### src/rtl/code_lock_param.sv
`default_nettype none
// +----------------------------------------------------------------------------+
// | Module      : code_lock_param                                              |
// | Description : Multi-digit keypad code lock with retry budget, timed        |
// |               lockout and optional auto-relock (CODE_LOCK_AUTORELOCK_EN).  |
// | Revision    : 1.0 - initial release                                        |
// +----------------------------------------------------------------------------+
module code_lock_param #(
  parameter int                            DIGIT_W        = 4,
  parameter int                            CODE_LEN       = 4,
  parameter logic [CODE_LEN*DIGIT_W-1:0]   CODE           = 16'h1234,
  parameter int                            MAX_TRIES      = 3,
  parameter int                            LOCKOUT_CYCLES = 1024,
  parameter int                            RELOCK_CYCLES  = 4096
) (
  input  logic                               clk,
  input  logic                               rst_n,
  input  logic                               enter,
  input  logic [DIGIT_W-1:0]                 digit,
  input  logic                               clear,
  input  logic                               relock,
  output logic                               locked_led,
  output logic                               unlocked_led,
  output logic                               error_led,
  output logic [2:0]                         state_leds,
  output logic [$clog2(MAX_TRIES+1)-1:0]     tries_left,
  output logic [$clog2(CODE_LEN+1)-1:0]      digit_count
);

  localparam int c_TW = $clog2(MAX_TRIES + 1);
  localparam int c_CW = $clog2(CODE_LEN + 1);
  localparam int c_LW = (LOCKOUT_CYCLES > 1) ? $clog2(LOCKOUT_CYCLES) : 1;

  localparam logic [c_TW-1:0] c_MAX_TRIES = c_TW'(MAX_TRIES);
  localparam logic [c_CW-1:0] c_LAST      = c_CW'(CODE_LEN - 1);
  localparam logic [c_LW-1:0] c_LOCK_LOAD = c_LW'(LOCKOUT_CYCLES - 1);

  if (CODE_LEN < 1 || MAX_TRIES < 1 || LOCKOUT_CYCLES < 1 || RELOCK_CYCLES < 1 || DIGIT_W < 1)
  begin : g_param_check
    $error("code_lock_param: all size parameters must be >= 1");
  end

  typedef enum logic [1:0] {
    ST_LOCKED   = 2'd0,
    ST_UNLOCKED = 2'd1,
    ST_ERROR    = 2'd2,
    ST_LOCKOUT  = 2'd3
  } state_t;

  state_t            r_state, w_state_nxt;
  logic              r_enter_q;
  logic [c_TW-1:0]   r_tries, w_tries_nxt;
  logic [c_CW-1:0]   r_digit_count, w_count_nxt;
  logic              r_mismatch, w_mismatch_nxt;
  logic [c_LW-1:0]   r_lock_cnt, w_lock_cnt_nxt;
  logic              r_locked_led, r_unlocked_led, r_error_led;
  logic [2:0]        r_state_leds;
  logic [DIGIT_W-1:0] w_exp_digit;
  logic              w_edge;
  logic              w_mm_any;

`ifdef CODE_LOCK_AUTORELOCK_EN
  localparam int c_RW = (RELOCK_CYCLES > 1) ? $clog2(RELOCK_CYCLES) : 1;
  localparam logic [c_RW-1:0] c_RELOCK_LOAD = c_RW'(RELOCK_CYCLES - 1);
  logic [c_RW-1:0]   r_relock_cnt, w_relock_cnt_nxt;
`endif

  assign w_edge   = enter & ~r_enter_q;
  assign w_mm_any = r_mismatch | (digit != w_exp_digit);

  // Digit 0 lives in the most-significant slice of CODE.
  always_comb begin
    w_exp_digit = '0;
    for (int i = 0; i < CODE_LEN; i++) begin
      if (r_digit_count == c_CW'(i))
        w_exp_digit = CODE[(CODE_LEN-1-i)*DIGIT_W +: DIGIT_W];
    end
  end

  always_comb begin
    w_state_nxt    = r_state;
    w_tries_nxt    = r_tries;
    w_count_nxt    = r_digit_count;
    w_mismatch_nxt = r_mismatch;
    w_lock_cnt_nxt = r_lock_cnt;
`ifdef CODE_LOCK_AUTORELOCK_EN
    w_relock_cnt_nxt = r_relock_cnt;
`endif
    case (r_state)
      ST_LOCKED: begin
        if (clear) begin
          w_count_nxt    = '0;
          w_mismatch_nxt = 1'b0;
        end else if (w_edge) begin
          if (r_digit_count >= c_LAST) begin
            w_count_nxt    = '0;
            w_mismatch_nxt = 1'b0;
            if (!w_mm_any) begin
              w_state_nxt = ST_UNLOCKED;
              w_tries_nxt = c_MAX_TRIES;
`ifdef CODE_LOCK_AUTORELOCK_EN
              w_relock_cnt_nxt = c_RELOCK_LOAD;
`endif
            end else if (r_tries > c_TW'(1)) begin
              w_state_nxt = ST_ERROR;
              w_tries_nxt = r_tries - c_TW'(1);
            end else begin
              w_state_nxt    = ST_LOCKOUT;
              w_tries_nxt    = '0;
              w_lock_cnt_nxt = c_LOCK_LOAD;
            end
          end else begin
            w_count_nxt    = r_digit_count + c_CW'(1);
            w_mismatch_nxt = w_mm_any;
          end
        end
      end
      ST_ERROR: begin
        if (clear || w_edge)
          w_state_nxt = ST_LOCKED;
      end
      ST_LOCKOUT: begin
        if (r_lock_cnt == '0) begin
          w_state_nxt = ST_LOCKED;
          w_tries_nxt = c_MAX_TRIES;
        end else begin
          w_lock_cnt_nxt = r_lock_cnt - c_LW'(1);
        end
      end
      ST_UNLOCKED: begin
        if (relock) begin
          w_state_nxt = ST_LOCKED;
        end
`ifdef CODE_LOCK_AUTORELOCK_EN
        else if (r_relock_cnt == '0) begin
          w_state_nxt = ST_LOCKED;
        end else begin
          w_relock_cnt_nxt = r_relock_cnt - c_RW'(1);
        end
`endif
      end
      default: w_state_nxt = ST_LOCKED;
    endcase
  end

  // LED outputs are decoded from the next state so they are true registers.
  always_ff @(posedge clk or negedge rst_n) begin
    if (!rst_n) begin
      r_state        <= ST_LOCKED;
      r_enter_q      <= 1'b0;
      r_tries        <= c_MAX_TRIES;
      r_digit_count  <= '0;
      r_mismatch     <= 1'b0;
      r_lock_cnt     <= '0;
      r_locked_led   <= 1'b1;
      r_unlocked_led <= 1'b0;
      r_error_led    <= 1'b0;
      r_state_leds   <= 3'd0;
`ifdef CODE_LOCK_AUTORELOCK_EN
      r_relock_cnt   <= '0;
`endif
    end else begin
      r_state        <= w_state_nxt;
      r_enter_q      <= enter;
      r_tries        <= w_tries_nxt;
      r_digit_count  <= w_count_nxt;
      r_mismatch     <= w_mismatch_nxt;
      r_lock_cnt     <= w_lock_cnt_nxt;
      r_locked_led   <= (w_state_nxt != ST_UNLOCKED);
      r_unlocked_led <= (w_state_nxt == ST_UNLOCKED);
      r_error_led    <= (w_state_nxt == ST_ERROR) || (w_state_nxt == ST_LOCKOUT);
      r_state_leds   <= {1'b0, w_state_nxt};
`ifdef CODE_LOCK_AUTORELOCK_EN
      r_relock_cnt   <= w_relock_cnt_nxt;
`endif
    end
  end

  assign locked_led   = r_locked_led;
  assign unlocked_led = r_unlocked_led;
  assign error_led    = r_error_led;
  assign state_leds   = r_state_leds;
  assign tries_left   = r_tries;
  assign digit_count  = r_digit_count;

endmodule
`default_nettype wire

### config.mk
export PLATFORM = sky130hd
export DESIGN_NAME = code_lock_param
export DESIGN_NICKNAME = d
export VERILOG_FILES = /design/src/rtl/code_lock_param.sv
export SDC_FILE = /design/constraint.sdc
export NUM_CORES = 1
export LEC_CHECK = 0
export ABC_AREA = 0
export BUFFER_PORTS_ARGS = -buffer_cell sky130_fd_sc_hd__buf_2
export CAP_MARGIN = 0
export CORE_MARGIN = 3
export CORE_UTILIZATION = 41
export DETAILED_ROUTE_END_ITERATION = 10
export PLACE_DENSITY_LB_ADDON = 0.3
export SLEW_MARGIN = 20
export SYNTH_ARGS = -nofsm -noshare
export SYNTH_HDL_FRONTEND = slang
export SYNTH_SLANG_ARGS = --single-unit
### constraint.sdc
create_clock -name clk -period 1.8 [get_ports clk]
set_input_delay 0 -clock clk [delete_from_list [all_inputs] [get_ports clk]]
set_output_delay 0 -clock clk [all_outputs]
set_load 0.02 [all_outputs]
==> impl_metrics.toml <==
[power_and_ir_drop]
power.internal_mw = 0.622
power_frac_seq = 0.582
power.switching_mw = 0.228
p_leak_nw = 0.681
p_clk_frac = 0.272
pwr-share-comb = 0.146
power_density_nw_per_um2 = 529
max-vdd-ir-drop_v = 0.000338
switching_share = 0.268

[job]
drv_cap = 0

[sta]
final.setup.tns_ns = -0.368
setup_viol = 10
slew_headroom = 0.636
setup_slack_ns = -0.0723
max_freq_ghz = 0.534
worst_pin_slew_ns = 0.540
clock_skew_ns = 0.00471
grt_setup_unrepaired = "yes"
hold_viol_final = 0
holdWs_ns = 0.0259
slew_viol_final = 0
period_share = 1.04
fin_crit_ns = 1.87

[global_routing]
grt_use_met2 = 0.327
grt_pass1_vias = 1145
grt_overflow = 0
track_usage = 0.190
grt_util_met3 = 0.0367
grt_pass1_wl_um = 5040
use_met1 = 0.226
grt_max_degree = 22
antenna_found_initial = 0
busiest_layer = "met2"

[floorplan]
io_pins = 20
initial_core_util = 0.455
die_h_um = 59.9
rows = 18
dieArea_um2 = 3580
die_x_um = 59.9
core_area_um2 = 2610

[logic_synthesis]
ys_async_sr_fraction = 1.00
avgSynthCellArea_um2 = 9.67
syn-num-nets = 138
yosysUniqueCellTypes = 41
ys_seq_area_frac = 0.445
ys_seq_elements = 21
ys.warnings.count = 0
syn_inst = 123
yosys_most_used_dff = "dfrtp_1"
syn-cell-area_um2 = 1190
synth-edff-count = 0

[placed_design]
hpwlAfterDp_um = 2060
preCtsSetupSlack_ns = -0.167
numPortBuffers = 18
dp.cells = 183
placed_area_um2 = 1440
gp_congestion = 0.796

[critical_path]
ff2ff_setup_slack_ns = -0.07
start_kind = "flop"
endpoint_kind = "flop"
crit_required_ns = 2.03
crit_start = "digit_count[0]"
r2r.worst_path.cells = 6
crit_fanout = 5
worstPathArrival_ns = 2.10
path_class = "reg -> reg"
reg2reg_from = "digit_count[0]"

[cts]
cts_tree = "done"
clkSinkCount = 21
cts_made_buffers = 3
clock_latency_ns = 0.30
path_clk_slew_ns = 0.11
cts_buffer_depth = 2
root_buffer = "clkbuf_4"
cts_htree_levels = 1

[final_layout]
n_antenna_cell = 0
final_cells = 193
syn_to_final_growth_pct = 35.1
layout_commonest_cell = "buf_2"
drive_gt1_frac = 0.417
fin_nets = 179
mostFrequentLayoutCells = "buf_2, buf_4, dfrtp_1"
stdcell_area_um2 = 1610

[detailed_routing]
wl_per_cell_um = 15.7
drc = 0
detail-route-antenna-nets = 0
vias_per_cell = 5.62
drt_iter0_markers = 41
vias = 1085
routed_wl_um = 3020
first_pass_iters = 5

[status]
status = "finished, violations left"
violations = "negative setup slack"

[min_path]
min_path_cells = 3
min_path_type = "in -> reg"
hold_path_startpoint = "relock"
==> cell families (layout without fill, tap and decap cells) <==
group | after synthesis | in the layout | share of synthesized area
other | 1 | 1 | 0.00315
DFF | 21 | 21 | 0.445
AOI/OAI and AO/OA | 28 | 29 | 0.175
xor gates and xnor gates | 9 | 9 | 0.0662
and+or+nand+nor | 48 | 48 | 0.204
buffers and inverters | 10 | 49 | 0.0442
adders and majority gates | 6 | 6 | 0.0631
==> critical path, cell delays in order (launching register included) <==
cell and delay (ns):
dfrtp_2 0.43, ha_4 0.14, ha_4 0.14, a211oi_2 0.05, or4_4 0.51, a311o_2 0.40
a22oi_2 0.13
==> path summary, 6_finish.rpt <==
check                                  to
max                         r_lock_cnt[1]
min reg2reg                 tries_left[0]
min in group asynchronous       error_led
max in group asynchronous  digit_count[0]
min                            locked_led
max reg2reg                 r_lock_cnt[1]
==> metrics by stage <==
step	utilization	total power, mW
global route	0.615	0.888
CTS	0.594	0.843
floorplan	-	0.554
detailed placement	0.551	0.598
global placement	0.551	0.595
finish	0.615	0.851
==> cell type report <==
cell class / instances / area [µm²]
Sequential cell: 21 / 532
Inverter: 6 / 22.5
Fill cell: 218 / 1000
Clock buffer: 4 / 26.3
Tap cell: 30 / 37.5
Timing Repair Buffer: 39 / 260
Multi-Input combinational cell: 93 / 729
==> sequential cells by signal, indices dropped and copies added (netlist names) <==
| register | flops |
|---|---|
| digit_count | 3 |
| locked_led | 1 |
| unlocked_led | 1 |
| r_mismatch | 1 |
| error_led | 1 |
| state_leds | 1 |
| tries_left | 2 |
| r_lock_cnt | 10 |
| r_enter_q | 1 |
==> cells in the mapped netlist, types with 2 or more instances <==
master	count	area, µm²
xnor2_1	4	35.0
a211oi_1	2	15.0
nor3_1	3	15.0
dfstp_2	3	78.8
or2_2	2	12.5
inv_1	6	22.5
a21oi_1	2	10.0
nand2b_1	2	12.5
nor4_1	3	18.8
buf_4	2	15.0
ha_1	6	75.1
nand3_1	4	20.0
nand2_1	14	52.6
nor2b_1	2	12.5
o21ai_0	10	50.1
dfrtp_1	18	450
nor2_1	10	37.5
xor2_1	5	43.8
and3_1	2	12.5
o22ai_1	2	12.5
==> repair_timing <==
item / 4_1_cts / 5_1_grt
pin swaps: 13 / 9
hold buffers: 2 / 0
endpoints found under the hold margin: 22 / 0
setup buffers: 3 / 0
endpoints found under the setup margin: 15 / 17
gates cloned: 1 / 0
resized for setup: 9 / 8
==> layer usage <==
layer  share of wire  wire [µm]
met1            0.44       1350
met2            0.50       1530
met3           0.036        109
met4           0.014         42
met5               0          0
==> power groups by stage <==
stage | sequential (mW) | combinational [mW] | clock (mW)
2_1_floorplan | 0.511 | 0.0421 | 0
3_3_place_gp | 0.503 | 0.0918 | 0
3_5_place_dp | 0.503 | 0.0946 | 0
4_1_cts | 0.495 | 0.114 | 0.235
5_1_grt | 0.497 | 0.134 | 0.257
6_report | 0.496 | 0.124 | 0.231
(Power assumes the default switching activity.)
